<file path="config.mk">
export PLATFORM = sky130hd
export DESIGN_NAME = fp_operand_compare_swap
export DESIGN_NICKNAME = d
export VERILOG_FILES = /design/src/rtl/fp_operand_compare_swap.sv
export SDC_FILE = /design/constraint.sdc
export NUM_CORES = 1
export LEC_CHECK = 0
export BUFFER_PORTS_ARGS = -buffer_cell sky130_fd_sc_hd__buf_2
export CAP_MARGIN = 20
export CORE_ASPECT_RATIO = 0.7
export CORE_MARGIN = 8
export CORE_UTILIZATION = 50
export CTS_CLUSTER_SIZE = 20
export DETAILED_ROUTE_END_ITERATION = 12
export GPL_ROUTABILITY_DRIVEN = 0
export HOLD_SLACK_MARGIN = 0.02
export PLACE_DENSITY = 0.74
export RECOVER_POWER = 25
export REMOVE_ABC_BUFFERS = 1
export SLEW_MARGIN = 20
export SYNTH_ARGS = -nofsm -noshare
export SYNTH_HDL_FRONTEND = slang
export SYNTH_SLANG_ARGS = --single-unit
</file>
<file path="constraint.sdc">
create_clock -name clk -period 4.1 [get_ports clk]
set_clock_uncertainty 0.15 [all_clocks]
set_input_delay 0.205 -clock clk [delete_from_list [all_inputs] [get_ports clk]]
set_output_delay 0.205 -clock clk [all_outputs]
set_load 0.1 [all_outputs]
</file>
<file path="src/rtl/fp_operand_compare_swap.sv">
// fp_operand_compare_swap
//   This is the front-end stage of the floating-point add/subtract datapath.
//   It captures two operands and the requested operation. It compares the
//   operand magnitudes one CHUNK-bit slice per cycle, starting with the most
//   significant slice. It then presents the operands ordered as
//   larger (DMP_o) and smaller (DmP_o) magnitude, together with the GT/EQ
//   flags and the raw operand signs.
//
// Ports
//   clk, rst        clock; asynchronous active-high reset
//   start_i         request, accepted only while ready_o=1
//   Data_X_i/Y_i    operands (sign + exponent + significand), W bits
//   Add_Subt_i      requested operation (1=subtract, 0=add)
//   ready_o         idle, can accept start_i
//   valid_o         result valid, held until ack_i
//   ack_i           consumer accepts the result
//   DMP_o / DmP_o   larger / smaller magnitude (W-1 bits)
//   Sgn_X_o/Sgn_Y_o captured sign bits
//   Add_Subt_o      captured operation
//   GT_o / EQ_o     |X| > |Y| / |X| == |Y|
module fp_operand_compare_swap #(
    parameter int unsigned W     = 32,
    parameter int unsigned CHUNK = 8
) (
    input  logic         clk,
    input  logic         rst,
    input  logic         start_i,
    input  logic [W-1:0] Data_X_i,
    input  logic [W-1:0] Data_Y_i,
    input  logic         Add_Subt_i,
    output logic         ready_o,
    output logic         valid_o,
    input  logic         ack_i,
    output logic [W-2:0] DMP_o,
    output logic [W-2:0] DmP_o,
    output logic         Sgn_X_o,
    output logic         Sgn_Y_o,
    output logic         Add_Subt_o,
    output logic         GT_o,
    output logic         EQ_o
);

    localparam int unsigned MAG_W = W - 1;
    localparam int unsigned NCH   = (MAG_W + CHUNK - 1) / CHUNK;
    localparam int unsigned EXT_W = NCH * CHUNK;
    localparam int unsigned CNT_W = (NCH > 1) ? $clog2(NCH) : 1;

    typedef enum logic [1:0] {IDLE, CMP, SWAP, DONE} state_t;

    state_t             state;
    logic [CNT_W-1:0]   cnt;
    logic [W-1:0]       x_q;
    logic [W-1:0]       y_q;
    logic               op_q;

    logic [EXT_W-1:0]   x_ext_c;
    logic [EXT_W-1:0]   y_ext_c;
    logic [CHUNK-1:0]   x_chunk_c;
    logic [CHUNK-1:0]   y_chunk_c;

    // Magnitudes are zero-extended at the MSB so that every chunk is full width.
    assign x_ext_c = EXT_W'(x_q[MAG_W-1:0]);
    assign y_ext_c = EXT_W'(y_q[MAG_W-1:0]);

    // Select chunk cnt; chunk 0 is the most significant slice.
    always_comb begin
        x_chunk_c = '0;
        y_chunk_c = '0;
        for (int i = 0; i < int'(NCH); i++) begin
            if (cnt == CNT_W'(i)) begin
                x_chunk_c = x_ext_c[(NCH-1-i)*CHUNK +: CHUNK];
                y_chunk_c = y_ext_c[(NCH-1-i)*CHUNK +: CHUNK];
            end
        end
    end

    // Control sequence and all registered outputs.
    always_ff @(posedge clk or posedge rst) begin
        if (rst) begin
            state      <= IDLE;
            cnt        <= '0;
            x_q        <= '0;
            y_q        <= '0;
            op_q       <= 1'b0;
            ready_o    <= 1'b1;
            valid_o    <= 1'b0;
            DMP_o      <= '0;
            DmP_o      <= '0;
            Sgn_X_o    <= 1'b0;
            Sgn_Y_o    <= 1'b0;
            Add_Subt_o <= 1'b0;
            GT_o       <= 1'b0;
            EQ_o       <= 1'b0;
        end else begin
            case (state)
                IDLE: begin
                    if (start_i) begin
                        x_q     <= Data_X_i;
                        y_q     <= Data_Y_i;
                        op_q    <= Add_Subt_i;
                        cnt     <= '0;
                        GT_o    <= 1'b0;
                        EQ_o    <= 1'b0;
                        ready_o <= 1'b0;
                        state   <= CMP;
                    end
                end
                CMP: begin
                    if (x_chunk_c != y_chunk_c) begin
                        GT_o  <= (x_chunk_c > y_chunk_c);
                        EQ_o  <= 1'b0;
                        state <= SWAP;
                    end else if (cnt == CNT_W'(NCH - 1)) begin
                        GT_o  <= 1'b0;
                        EQ_o  <= 1'b1;
                        state <= SWAP;
                    end else begin
                        cnt <= cnt + CNT_W'(1);
                    end
                end
                SWAP: begin
                    if (GT_o || EQ_o) begin
                        DMP_o <= x_q[MAG_W-1:0];
                        DmP_o <= y_q[MAG_W-1:0];
                    end else begin
                        DMP_o <= y_q[MAG_W-1:0];
                        DmP_o <= x_q[MAG_W-1:0];
                    end
                    Sgn_X_o    <= x_q[W-1];
                    Sgn_Y_o    <= y_q[W-1];
                    Add_Subt_o <= op_q;
                    state      <= DONE;
                end
                DONE: begin
                    // The first DONE cycle raises valid_o. An ack seen before
                    // valid_o is high is ignored.
                    if (!valid_o) begin
                        valid_o <= 1'b1;
                    end else if (ack_i) begin
                        valid_o <= 1'b0;
                        ready_o <= 1'b1;
                        state   <= IDLE;
                    end
                end
                default: state <= IDLE;
            endcase
        end
    end

endmodule

</file>
==> impl_metrics.json <==
{
  "vias_per_cell": 5.46,
  "outcome": "finished, violations left",
  "track_usage_pct": 20.4,
  "worstSetupEndpointType": "flop",
  "cts_resized": 0,
  "fill_cells": 992,
  "numPortBuffers": 137,
  "setup_viol": 0,
  "rsz0062_at_grt": "no",
  "die_y_um": 112,
  "core_area_um2": 13000,
  "multiInputGateArea_um2": 2920,
  "drtPass1Iterations": 4,
  "wl_um": 17100,
  "rows": 35,
  "holdCritPathClass": "in2reg",
  "worst-path-stages": 11,
  "endpoint": "state[1]$_DFFE_PP0P_",
  "wl_per_cell_um": 18.0,
  "worstSetupStartpoint": "cnt[0]$_DFFE_PP0P_",
  "finalSetupTns_ns": 0,
  "finalCriticalPeriod_ns": 3.19,
  "tritoncts": "yes",
  "ant_nets": 0,
  "crit_family": "adder cells",
  "cts_buffer_depth": 2,
  "slew_viol_final": 115,
  "clock_sinks": 138,
  "cts_buffers": 17,
  "cp.required_ns": 4.25,
  "synth.avg_cell_area_um2": 11.3,
  "grt_start_max_net_pins": 115,
  "die_area_um2": 17100,
  "fin_cells": 952,
  "post-route-drc-count": 0,
  "r2r_setup_slack_ns": 0.91,
  "r2r_end": "state[1]$_DFFE_PP0P_",
  "post-cts-setup-buffers": 0,
  "antenna_found_initial": 1,
  "syn_to_final_growth_pct": 31.5,
  "path_buf_inv": 2,
  "grt_pass1_wl_um": 28200,
  "ys_warn_count": 0,
  "drtIter0Drc": 335,
  "slew_headroom_pct": -58.9,
  "vias": 5198,
  "dpl_cell_area_um2": 7350,
  "ys_seq_area_share_pct": 52.6,
  "cp_data_arrival_time_ns": 3.34,
  "critical_path_class": "reg2reg",
  "num_io_pins": 138,
  "clk_pin_slew_worst_paths_ns": 0.06,
  "synth_cells": 582,
  "start_util_pct": 50.5,
  "ctsHtreeMaxLevel": 4,
  "clockRootBuffer": "clkbuf_16",
  "cp_cell_sequence": "inv_1, ha_1, buf_4, a21oi_1, a21oi_1, o21ai_0, ha_1, nand4_1, nor2_1, a31oi_2, mux2_4",
  "crit_fanout": 17,
  "hold_depth": 4,
  "die_w_um": 153,
  "dp_hpwl_um": 11000,
  "cpPeakStageDelay_ns": 0.52,
  "stdcell_area_um2": 8630,
  "gr-total-overflow": 0,
  "violations": "capacitance limit, slew limit",
  "worstMarginPinSlew_ns": 2.38,
  "ff_latch_area_um2": 3450,
  "dp.cells": 853,
  "finalCritPeriodShare_pct": 77.8,
  "reg2regPathDepth": 11,
  "clock_latency_ns": 0.41,
  "hold_viol": 0,
  "cap_violations": 1,
  "synth_seq_cells": 138,
  "synth_area_um2": 6560,
  "cp_slowest_cell": "ha_1",
  "fmax_ghz": 0.314,
  "grt_pass1_vias": 5472,
  "netlist-cell-type-count": 36,
  "nNetsFinal": 859,
  "drive_above_1_share_pct": 31.6,
  "start_kind": "flop",
  "r2r_start": "cnt[0]$_DFFE_PP0P_"
}
worst min-delay path by stage:
stage | start | slack, ns | to
2_1_floorplan | Add_Subt_i | 0.21 | op_q$_DFFE_PP0P_
3_3_place_gp | Data_X_i[31] | 0.29 | x_q[31]$_DFFE_PP0P_
3_5_place_dp | Data_Y_i[17] | 0.29 | y_q[17]$_DFFE_PP0P_
4_1_cts | start_i | 0.21 | cnt[1]$_DFFE_PP0P_
5_1_grt | start_i | 0.24 | cnt[1]$_DFFE_PP0P_
6_report | start_i | 0.21 | cnt[1]$_DFFE_PP0P_
flip-flops by register name, indices dropped and copies added (netlist names):
name,count
Sgn_X_o,1
EQ_o,1
ready_o,1
Sgn_Y_o,1
op_q,1
state,2
cnt,2
DMP_o,31
y_q,32
GT_o,1
DmP_o,31
x_q,32
Add_Subt_o,1
valid_o,1
cell families after synthesis:
kind of cell | count (synthesis) | synth area share, %
mux | 141 | 22.9
flops | 138 | 52.6
simple gates | 125 | 8.73
compound gates | 119 | 9.61
buf+inv | 43 | 3.07
fa+ha+maj | 16 | 3.05
worst reg2reg max path: stages, from the launching register on:
cell,delay (ns)
dfrtp_1,0.41
inv_1,0.14
ha_1,0.52
buf_4,0.30
a21oi_1,0.06
a21oi_1,0.11
o21ai_0,0.10
ha_1,0.36
nand4_1,0.16
nor2_1,0.28
a31oi_2,0.17
mux2_4,0.33
routing by layer:
metal | vias up | routed length (µm) | GRT usage [%]
met5 | - | 0 | 0
met4 | 0 | 189 | 5.52
met3 | 15 | 1250 | 6.23
met2 | 179 | 8090 | 33.8
met1 | 2554 | 7570 | 25.5
li1 | 2450 | - | -
synthesized netlist by cell type (all sizes together):
cell    number  area [µm²]
and4         1        8.76
nand4        3        18.8
a22o         1        8.76
a22oi        1        7.51
nor2b        2        12.5
a221o        1        10.0
o221ai       1        8.76
clkbuf      19        71.3
buf         18         108
a21o         1        7.51
nand3b       9        67.6
o211ai       2        15.0
dfrtp      137        3430
dfstp        1        26.3
inv          6        22.5
a21oi       92         460
o21ai       16        80.1
nor3         1        5.00
ha          16         200
a211oi       1        7.51
nand3        1        5.00
mux2        70         792
a31oi        3        25.0
nor2        68         263
nand2b       2        12.5
and3b        7        61.3
mux2i       71         711
nand2       31         119
what timing repair did:
item | CTS | global route
hold buffers | 68 | 0
setup endpoints to repair | 0 | 0
endpoints found under the hold margin | 179 | 0
cell type report:
class,instances,share of cell area [%]
Antenna cell,1,0.0290
Clock buffer,19,5.25
Clock inverter,11,1.70
Inverter,6,0.304
Multi-Input combinational cell,401,33.9
Sequential cell,138,40.0
Tap cell,166,2.41
Timing Repair Buffer,210,16.4
stage by stage:
step | setup WS [ns] | utilization [%] | hold WS, ns
2_1_floorplan | 0.0505 | - | 0.206
3_3_place_gp | 1.06 | 56.5 | 0.288
3_5_place_dp | 0.939 | 56.5 | 0.290
4_1_cts | 0.923 | 66.3 | 0.207
5_1_grt | 0.580 | 66.3 | 0.245
6_report | 0.911 | 66.3 | 0.212
cells in the final DEF, fill, tap and decap left out, types with 2 or more instances in the layout:
cell type      netlist  routed
buf_2                8     136
dfrtp_1            137     137
o21ai_0             16      16
nor2_1              67      67
clkinv_2             0       3
bufinv_16            0       3
and3b_1              7       7
a31oi_1              2       2
nand2b_1             2       2
clkinv_4             0       2
mux2_2              69      69
nor2b_1              2       2
clkinvlp_4           0       3
dlygate4sd3_1        0      68
mux2i_1             71      71
clkbuf_16            0      17
nand3b_1             9       9
inv_1                5       4
ha_1                16      15
a21oi_1             92      92
nand4_1              3       3
o211ai_1             2       2
clkbuf_8             0       2
nand2_1             30      30
buf_4                6       4
Power is not shown: default switching activity piles up to over one toggle a cycle in this logic, so the estimate is an artifact.
